**src/rtl/enemy_march_ctrl.sv**
```systemverilog
// Invader formation march sequencer: counts frame ticks, steps the formation left/right,
// drops it one row at each screen edge and flags landing. Optional macro: MARCH_SPEEDUP_EN.
module enemy_march_ctrl #(
    parameter int X_MIN       = 16,
    parameter int X_MAX       = 496,
    parameter int STEP_X      = 8,
    parameter int STEP_Y      = 16,
    parameter int Y_START     = 64,
    parameter int Y_LIMIT     = 400,
    parameter int PERIOD_INIT = 32,
    parameter int PERIOD_MIN  = 2
) (
    input  logic        clk,
    input  logic        reset,
    input  logic        frame_tick,
    input  logic        start,
    input  logic        pause,
    input  logic [5:0]  alive_cnt,
    output logic [10:0] pos_x,
    output logic [10:0] pos_y,
    output logic        dir,
    output logic        step_pulse,
    output logic        landed
);

    localparam logic [1:0] S_IDLE   = 2'd0;
    localparam logic [1:0] S_WAIT   = 2'd1;
    localparam logic [1:0] S_STEP   = 2'd2;
    localparam logic [1:0] S_LANDED = 2'd3;

    localparam logic [11:0] XMIN12 = 12'(X_MIN);
    localparam logic [11:0] XMAX12 = 12'(X_MAX);
    localparam logic [11:0] SX12   = 12'(STEP_X);
    localparam logic [11:0] SY12   = 12'(STEP_Y);
    localparam logic [11:0] YLIM12 = 12'(Y_LIMIT);
    localparam logic [10:0] XMIN11 = 11'(X_MIN);
    localparam logic [10:0] YST11  = 11'(Y_START);
    localparam logic [10:0] SX11   = 11'(STEP_X);
    localparam logic [5:0]  PINIT6 = 6'(PERIOD_INIT);

    logic [1:0]  state_q, state_d;
    logic        ftick_d_q;
    logic        tick_q, tick_d;
    logic [5:0]  frame_cnt_q, frame_cnt_d;
    logic [5:0]  period_q, period_d;
    logic [10:0] pos_x_q, pos_x_d;
    logic [10:0] pos_y_q, pos_y_d;
    logic        dir_q, dir_d;
    logic        step_q, step_d;
    logic        landed_q, landed_d;
    logic [5:0]  period_now;
    logic [11:0] px12, new_y12;
    logic        at_edge;

`ifdef MARCH_SPEEDUP_EN
    localparam logic [5:0] PMIN6 = 6'(PERIOD_MIN);
    // Fewer survivors -> shorter period, clamped to [PERIOD_MIN, PERIOD_INIT].
    always_comb begin
        period_now = (alive_cnt < PINIT6) ? alive_cnt : PINIT6;
        if (period_now < PMIN6) period_now = PMIN6;
    end
`else
    logic alive_unused;
    assign alive_unused = ^alive_cnt;
    assign period_now   = PINIT6;
`endif

    assign tick_d  = frame_tick & ~ftick_d_q;
    assign px12    = {1'b0, pos_x_q};
    assign new_y12 = {1'b0, pos_y_q} + SY12;
    assign at_edge = dir_q ? (px12 + SX12 > XMAX12) : (px12 < XMIN12 + SX12);

    always_comb begin
        state_d     = state_q;
        frame_cnt_d = frame_cnt_q;
        period_d    = period_q;
        pos_x_d     = pos_x_q;
        pos_y_d     = pos_y_q;
        dir_d       = dir_q;
        landed_d    = landed_q;
        step_d      = 1'b0;
        if (start) begin
            // Restart wins over any tick or step landing in the same cycle.
            state_d     = S_WAIT;
            frame_cnt_d = 6'd0;
            period_d    = period_now;
            pos_x_d     = XMIN11;
            pos_y_d     = YST11;
            dir_d       = 1'b1;
            landed_d    = 1'b0;
        end else begin
            case (state_q)
                S_WAIT: begin
                    if (tick_q && !pause) begin
                        if (frame_cnt_q == period_q - 6'd1) begin
                            frame_cnt_d = 6'd0;
                            period_d    = period_now;
                            state_d     = S_STEP;
                        end else begin
                            frame_cnt_d = frame_cnt_q + 6'd1;
                        end
                    end
                end
                S_STEP: begin
                    step_d  = 1'b1;
                    state_d = S_WAIT;
                    if (at_edge) begin
                        pos_y_d = new_y12[10:0];
                        dir_d   = ~dir_q;
                        if (new_y12 >= YLIM12) begin
                            landed_d = 1'b1;
                            state_d  = S_LANDED;
                        end
                    end else begin
                        pos_x_d = dir_q ? pos_x_q + SX11 : pos_x_q - SX11;
                    end
                end
                default: ;
            endcase
        end
    end

    always_ff @(posedge clk or negedge reset) begin
        if (!reset) begin
            state_q     <= S_IDLE;
            ftick_d_q   <= 1'b0;
            tick_q      <= 1'b0;
            frame_cnt_q <= 6'd0;
            period_q    <= PINIT6;
            pos_x_q     <= XMIN11;
            pos_y_q     <= YST11;
            dir_q       <= 1'b1;
            step_q      <= 1'b0;
            landed_q    <= 1'b0;
        end else begin
            state_q     <= state_d;
            ftick_d_q   <= frame_tick;
            tick_q      <= tick_d;
            frame_cnt_q <= frame_cnt_d;
            period_q    <= period_d;
            pos_x_q     <= pos_x_d;
            pos_y_q     <= pos_y_d;
            dir_q       <= dir_d;
            step_q      <= step_d;
            landed_q    <= landed_d;
        end
    end

    assign pos_x      = pos_x_q;
    assign pos_y      = pos_y_q;
    assign dir        = dir_q;
    assign step_pulse = step_q;
    assign landed     = landed_q;

endmodule

```
**config.mk**
```make
export PLATFORM = sky130hd
export DESIGN_NAME = enemy_march_ctrl
export DESIGN_NICKNAME = d
export VERILOG_FILES = /design/src/rtl/enemy_march_ctrl.sv
export SDC_FILE = /design/constraint.sdc
export NUM_CORES = 1
export LEC_CHECK = 0
export CORE_ASPECT_RATIO = 1.1
export CORE_UTILIZATION = 55
export CTS_CLUSTER_SIZE = 10
export DETAILED_ROUTE_END_ITERATION = 8
export GPL_ROUTABILITY_DRIVEN = 0
export PLACE_DENSITY = 0.84
export SLEW_MARGIN = 20
export SYNTH_ARGS = -nofsm -noshare
export SYNTH_HDL_FRONTEND = slang
export SYNTH_SLANG_ARGS = --single-unit
```
**constraint.sdc**
```tcl
create_clock -name clk -period 3.6 [get_ports clk]
set_input_delay 0.36 -clock clk [delete_from_list [all_inputs] [get_ports clk]]
set_output_delay 0.36 -clock clk [all_outputs]
set_load 0.02 [all_outputs]
```
; Yosys cells after proc, flatten, opt, wreduce, memory -nomap -nowiden
; Index checks and enable logic that the tools add are counted.
; Widths: inputs -> output; s select.
[totals]
ff_bits = 41
inputBits = 11
[classes]
reduce_logical = 15
n_mux = 31
add_sub_neg = 6
bitwise = 3
order_cmp = 3
n_eq_ne = 6
[ops]
columns = cell, count
row1 = $mux 11, 7
row2 = $mux 6, 8
row3 = $add 11x4->12 const B, 1
row4 = $add 11x5->12 const B, 1
row5 = $ge 12x9->1 const B, 1
row6 = $gt 12x9->1 const B, 1
row7 = $reduce_bool 2->1, 6
row8 = $add 11x4->11 const B, 1
row9 = $lt 11x5->1 const B, 1
row10 = $sub 11x4->11 const B, 1
row11 = $mux 1, 10
row12 = $mux 2, 5
row13 = $reduce_and 3->1, 3
row14 = $add 6x1->6 const B, 1
row15 = $eq 6x6->1, 1
row16 = $ne 3x3->1 const B, 2
row17 = $reduce_and 2->1, 3
row18 = $sub 6x1->6 const B, 1
row19 = $pmux 2 s2, 1
row20 = $reduce_bool 3->1, 1
row21 = $eq 2x1->1 const B, 1
row22 = $eq 2x2->1 const B, 1
row23 = $ne 2x2->1 const B, 1
row24 = $not 1->1, 2
row25 = 3 further kinds, 3

; Depth between registers and ports, before layout
; Gate-level depths: netlist of the first run.
[depth]
word_depth = 6
depth_mapped = 7
ltp_nobuf = 7

; Worst setup path after synthesis of the first run
; No wires, ideal clock.
[synth_path]
kind = reg2reg
start = register dir_q (netlist: dir)
end = register pos_x_q[10] (netlist: pos_x[10])
setup_ns = 0.128
stages_incl_launch_ff = 7
t_arrival_ns = 2.059
slack_ns = 1.414
path_cell_list = dfstp_2 > inv_1 > ha_1 > or3_1 > o211ai_1 > mux2i_1 > mux2_1
[synth_between]
elab_chain_len = 4
elab_cells_between_ends = 7
cone_classes = eq/ne (1) / mux (5) / reduce/logical (1)
[synth_rtl]
columns = element, line
row1 = from (decl), 48  ; logic dir_q, dir_d;
row2 = from (signal assigned), 143  ; dir_q <= dir_d;
row3 = $mux 11, 115  ; pos_x_d = dir_q ? pos_x_q + SX11 : pos_x_q - SX11;
row4 = $mux 11, 107  ; if (at_edge) begin
row5 = $mux 11, 92  ; case (state_q)
row6 = $mux 11, 82  ; if (start) begin
row7 = to (signal assigned), 141  ; pos_x_q <= pos_x_d;
row8 = to (decl), 46  ; logic [10:0] pos_x_q, pos_x_d;
; Several ways; a longest one is shown, not always the timed one. The select of a mux whose other input is x is not followed.
; A chain may end at the register's enable or synchronous reset.

; Worst setup path after layout of the first run
[layout_path]
start = register pos_x_q[4] (netlist: pos_x[4])
end = register pos_x_q[10] (netlist: pos_x[10])
[layout_between]
elab_chain_len = 5
elab_cells_between_ends = 12
cone_classes = add/sub (3) / order compare (2) / eq/ne (1) / mux (5) / reduce/logical (1)
[layout_rtl]
columns = element, line
row1 = $add 11x4->12 (tied with other cells), 71  ; assign at_edge = dir_q ? (px12 + SX12 > XMAX12) : (px12 < XMIN12 + SX12);
row2 = $gt 12x9->1 or $mux 11 (tied branches), "71, 115"
row3 = $mux 1 or $mux 11 (tied branches), "71, 107"
row4 = $ne 2x2->1 (no source line) or $mux 11 (tied branches), n/a
row5 = $reduce_and 2->1 (no source line) or $mux 11 (tied branches), n/a
; Several ways; a longest one is shown, not always the timed one. The select of a mux whose other input is x is not followed.

==> results of run 1 <==
==> sequential cells by signal, summed over array words and instances (netlist names) <==
signal,cells
step_pulse,1
ftick_d_q,1
tick_q,1
state_q,2
dir,1
frame_cnt_q,6
pos_y,7
pos_x,8
landed,1
==> worst max-delay path by stage <==
stage                         from         to  slack [ns]  cells after the start
after floorplan                dir  pos_x[10]        1.41                      6
after global placement    pos_x[4]  pos_x[10]        1.04                      6
after detailed placement  pos_x[4]  pos_x[10]        0.94                      6
after CTS                 pos_x[4]  pos_x[10]        0.91                      6
after global routing      pos_x[4]  pos_x[10]        0.66                      6
final                     pos_x[4]  pos_x[10]        0.89                      6
==> report_power, final <==
group          leakage (nW)  switching, mW  total [mW]  internal, mW
Clock                0.0150         0.0878       0.131        0.0433
Combinational         0.515         0.0221      0.0311       0.00905
Sequential            0.372        0.00103       0.318         0.317
Total                 0.902          0.111       0.480         0.369
==> metal layers <==
layer | routed length, µm | up-vias | global-route usage (%) | share of wire (%)
met4 | 48 | 0 | 9.15 | 1.2
met1 | 1730 | 769 | 29.6 | 44
met2 | 1990 | 46 | 43.5 | 51
met5 | 0 | - | 0 | 0
met3 | 147 | 7 | 3.31 | 3.8
li1 | - | 749 | - | -
==> final cells by class <==
cell class              instances  share of cell area, %
clock buffers                   4                   1.27
inverters                       6                   1.08
multi-input cells             154                   50.0
flip-flops and latches         28                   33.9
well taps                      34                   2.05
repair buffers                 25                   11.7
==> metrics by stage <==
stage          area [µm²]  util [%]
3_3_place_gp         2050      66.1
6_report             2080      66.9
4_1_cts              2080      66.9
5_1_grt              2080      66.9
2_1_floorplan        1850         -
3_5_place_dp         2050      66.1
==> worst max-delay path, stage by stage (launching register included) <==
cell,delay [ns]
dfstp_2,0.62
ha_1,0.20
nor2_1,0.07
a31oi_1,0.69
nand2_1,0.41
mux2i_1,0.28
mux2_1,0.34
==> cells in the final DEF, fill, tap and decap left out, drive strengths merged, types with 2 or more instances in the layout <==
cell	count
nand2b	4
a21o	4
clkbuf	4
clkdlybuf4s50	22
nand4	5
o311ai	2
and3	2
and2	2
nor4	4
mux2i	3
dfrtp	25
a211oi	2
mux2	5
dfstp	3
ha	10
nor2b	6
o21ai	12
buf	3
nor3	9
nor2	14
xnor2	2
nand3	11
conb	7
xor2	7
o31ai	2
nand2	10
o2111ai	2
inv	6
a21oi	11
a31oi	4
==> kinds of logic after synthesis <==
family | count (synthesis) | synth area share [%]
flops | 28 | 38.5
buf+inv | 20 | 6.08
other cells | 1 | 0.205
compound gates | 46 | 16.9
simple gates | 73 | 21.4
mux | 8 | 4.72
fa+ha+maj | 11 | 7.93
xor+xnor | 9 | 4.31
==> run_results.csv, run 1 <==
group,metric,value,unit
logic_synthesis,yosysUniqueCellTypes,51,
worst_setup_path,r2r-start,"pos_x[4]",
logic_synthesis,synth_edf_count,0,
logic_synthesis,synth_flop_cell,"dfrtp_1",
clocking,cts.sinks,28,
worst_setup_path,worstPathArrival,2.93,ns
cells_and_area,antennaDiodeCount,0,
worst_setup_path,worstSetupStartpointType,"register",
global_routing,grt_max_degree,29,
placed_design,hpwl,2900,µm
sta,rsz0062_at_grt,"false",
placed_design,pre_cts_ws,0.939,ns
sta,min_period,2.71,ns
logic_synthesis,synth_top_cell_by_area,"dfrtp_1",
sta,hold_ws,0.401,ns
cells_and_area,multi_input_area,0.00104,mm²
clocking,cts_tree,"done",
sta,worstMarginPinSlew,0.949,ns
cells_and_area,final_cell_count_no_fill,251,
worst_hold_path,hold_class,"in2async",
flow_run,drv_cap,0,
global_routing,grt_pass1_wl,6890,µm
cells_and_area,fin_nets,240,
logic_synthesis,yosys-top-cells-area,"dfrtp_1 34%, ha_1 6.8%, dfstp_2 4.3%",
power,powerDensity,231,mW/mm²
sta,period_share,75.4,%
clocking,htreeDepth,1,
logic_synthesis,synth_cells,196,
routing,vias,1571,
logic_synthesis,yosysMostFrequentCell,"dfrtp_1",
sta,slew_headroom,36.4,%
floorplan,coreArea,0.00310,mm²
clocking,clockBufferDepth,2,
routing,drc_errors,11,
worst_setup_path,r2r_cells,6,
logic_synthesis,synth_area,0.00183,mm²
placed_design,io_buffers,22,
worst_setup_path,critical_path_class,"reg2reg",
floorplan,floorplan.initialDensity,59.0,%
sta,clock_skew,0.00229,ns
cells_and_area,area_delta_synth_final,13.4,%
sta,worst_slack,0.887,ns
sta,slew_violations,0,
clocking,insertion_delay,0.32,ns
global_routing,grt_pass1_vias,1534,
floorplan,ios,36,
power,power.total,480,µW
worst_setup_path,cp_max_fo,12,
run_status,violations,"DRC",
run_status,status,"finished, violations left",
logic_synthesis,syn_avg_cell_area,9.34,µm²
worst_setup_path,endpoint_kind,"register",
sta,hold_viol,0,
routing,first_pass_iters,7,
logic_synthesis,ys_seq_area_share,38.5,%
routing,viasPerCell,6.26,
clocking,cts_root_buffer,"clkbuf_4",
power,peakVddDrop,0.251,mV
clocking,cts.repair.resized,0,
clocking,post-cts-setup-buffers,0,
floorplan,rows,21,
floorplan,chipHeight,62.5,µm
logic_synthesis,netlist.area_leader.share,34.2,%
clocking,cts.clk_slew.worst_paths,0.14,ns
floorplan,die_x,57.0,µm
cells_and_area,drive_gt1_share,8.29,%
worst_setup_path,reg2reg_setup_slack,0.89,ns
sta,fmax,0.369,GHz
global_routing,grt_overflow,0,
routing,detail_route.wl_per_cell,15.6,µm
routing,drtIter0Drc,115,
sta,finalSetupViolCount,0,
global_routing,grt_usage,24.5,%
placed_design,dp.cells,247,
floorplan,die-area,0.00356,mm²
routing,drt-total-wl,3910,µm
logic_synthesis,synthTopCellsByCount,"25 x dfrtp_1, 14 x nor2_1, 11 x nand3_1, 11 x o21ai_0",
sta,setup_tns,0,ns
clocking,cts_buffers,3,
power,power.leakage,0.902,nW
logic_synthesis,async_reset_ff_share,100,%
cells_and_area,fillerInstances,251,
global_routing,antenna_found_initial,0,
logic_synthesis,ys_ff_latch,28,
worst_setup_path,cp.required,3.82,ns
cells_and_area,seq_area,704,µm²
routing,ant_nets,0,
logic_synthesis,synth.yosys.warnings,0,
worst_setup_path,rr_endpoint,"pos_x[10]",
clocking,cts_hold_buf,0,
Power figures use the tool's default switching activity.
==> run 2: changes to the inputs <==
- CORE_UTILIZATION: 55 -> 52
- PLACE_DENSITY: 0.84 -> 0.8
- clock period: 3.6 -> 2.5 ns (I/O delays scaled with it)
==> run 2 against run 1 <==
Against the previous run: the flow now finishes without violations; clock power rose by 130%; fmax increased by 17%; cell count increased by 6.4%; utilization decreased by 3.4 points; design area increased by 2.8%; flip-flop and latch count stayed put; total power is 69% higher; sequential share of layout area is 0.93 points lower; wire length is 8.0% lower; critical endpoint unchanged.
==> run_results.csv, run 2 (synthesized netlist as in run 1, its figures left out) <==
group,metric,value,unit
run_status,status,"complete, no violations",
floorplan,chipHeight,64.2,µm
routing,drc_errors,0,
routing,drtIter0Drc,64,
global_routing,grt_overflow,0,
cells_and_area,final_common_cell,"dfrtp_1",
clocking,cts.repair.resized,0,
cells_and_area,area_delta_synth_final,16.6,%
placed_design,io_buffers,22,
power,powerDensity,379,mW/mm²
worst_setup_path,crit_family,"flip-flops",
routing,first_pass_iters,4,
placed_design,dp.cells,263,
placed_design,postPlaceCellArea,0.00208,mm²
sta,slew_violations,0,
floorplan,rows,22,
clocking,insertion_delay,0.34,ns
clocking,post-cts-setup-buffers,0,
worst_setup_path,path_cells,"inv_1, ha_1, a21oi_1, o2111ai_1, o211ai_1, mux2i_1, mux2_1",
sta,hold_viol,0,
cells_and_area,layout_common_cells,"25 x dfrtp_1, 22 x clkdlybuf4s50_1, 14 x nor2_1, 11 x nand3_1, 11 x o21ai_0",
routing,ant_nets,0,
worst_setup_path,slowest_delay,0.60,ns
global_routing,grt_pass1_wl,6300,µm
global_routing,antenna_found_initial,0,
routing,wl_met2,1710,µm
floorplan,floorplan.initialDensity,54.5,%
worst_setup_path,worst-path-buf-inv,1,
floorplan,die_x,58.6,µm
routing,wl_met3,121,µm
routing,detail_route.wl_per_cell,13.5,µm
sta,clock_skew,0.00704,ns
sta,rsz0062_at_grt,"false",
clocking,cts_tree,"done",
placed_design,pre_cts_ws,0.228,ns
routing,top_layer,"met4",
cells_and_area,post-route-util,63.6,%
clocking,cts_buffers,3,
cells_and_area,fin_nets,242,
worst_hold_path,hold_class,"in2async",
sta,fmax,0.432,GHz
routing,vias,1502,
worst_setup_path,cp.required,2.75,ns
sta,setup_tns,0,ns
flow_run,drv_cap,0,
global_routing,grt_pass1_vias,1385,
global_routing,grt_usage,21.7,%
worst_setup_path,crit_slowest_cell,"dfstp_2",
clocking,cts_hold_buf,0,
routing,drt-total-wl,3600,µm
worst_setup_path,endpoint_kind,"register",
cells_and_area,largest_register_ffs,8,
floorplan,coreArea,0.00336,mm²
worst_setup_path,worstPathArrival,2.56,ns
routing,wl_met1,1700,µm
clocking,cts.sinks,28,
sta,worst_slack,0.187,ns
clocking,cts_root_buffer,"clkbuf_4",
power,peakVddDrop,0.243,mV
worst_setup_path,cp_max_fo,7,
cells_and_area,antennaDiodeCount,0,
power,power.total,809,µW
global_routing,grt_max_degree,29,
sta,min_period,2.31,ns
routing,viasPerCell,5.63,
floorplan,die-area,0.00376,mm²
sta,period_share,92.5,%
clocking,clockBufferDepth,2,
sta,finalSetupViolCount,0,
floorplan,ios,36,
clocking,htreeDepth,1,
cells_and_area,final_cell_count_no_fill,267,
cells_and_area,drive_gt1_share,9.59,%
placed_design,hpwl,2660,µm
cells_and_area,postLayoutCellArea,0.00213,mm²
worst_setup_path,critical_path_class,"reg2reg",
power,power.leakage,0.926,nW
clocking,cts.clk_slew.worst_paths,0.16,ns
worst_setup_path,worstSetupStartpointType,"register",
sta,hold_ws,0.258,ns
-- run 2: cell count changes in the layout (fill, tap and decap cells not counted), sizes merged --
cell,previous run,this run
clkbuf,4,3
buf,3,5
bufinv,0,1
-- run 2: worst paths after layout --
check	from	end	slack, ns	cells after the start
worst max register to register	dir	pos_x[10]	0.19	7
worst min register to register	ftick_d_q	tick_q	0.41	1
worst max-delay path	dir	pos_x[10]	0.19	7
max in group asynchronous	reset	pos_y[6]	1.93	2
worst min-delay path	reset	frame_cnt_q[5]	0.26	2
min in group clk	frame_tick	ftick_d_q	0.34	1
-- run 2: cell type report --
| type | instances | area [µm²] |
|---|---|---|
| clock buffer | 3 | 22.5 |
| tap | 48 | 60.1 |
| multi-input combinational | 154 | 1040 |
| inverter | 6 | 22.5 |
| clock inverter | 1 | 30.0 |
| timing repair buffer | 27 | 258 |
| sequential | 28 | 704 |
| fill | 300 | 1220 |
-- run 2: power by group --
group	switching, mW	internal (mW)
Clock	0.145	0.162
Combinational	0.0312	0.0130
Sequential	0.00153	0.456
Total	0.177	0.632
-- run 2: worst register-to-register path: stages, from the launching register on --
cell and delay, ns:
dfstp_2 0.60, inv_1 0.15, ha_1 0.31, a21oi_1 0.24, o2111ai_1 0.18, o211ai_1 0.15, mux2i_1 0.25, mux2_1 0.33
-- run 2: per-layer routing --
layer | vias to the layer above | global-route usage (%)
li1 | 749 | -
met1 | 711 | 29.1
met2 | 37 | 34.8
met3 | 5 | 2.43
met4 | 0 | 10.1
met5 | - | 0
==> run 3: changes to the inputs <==
- HOLD_SLACK_MARGIN: default -> 0.12
- SLEW_MARGIN: 20 -> default
==> results of run 3 <==
Final layout, timing and power as in run 2 (identical DEF).
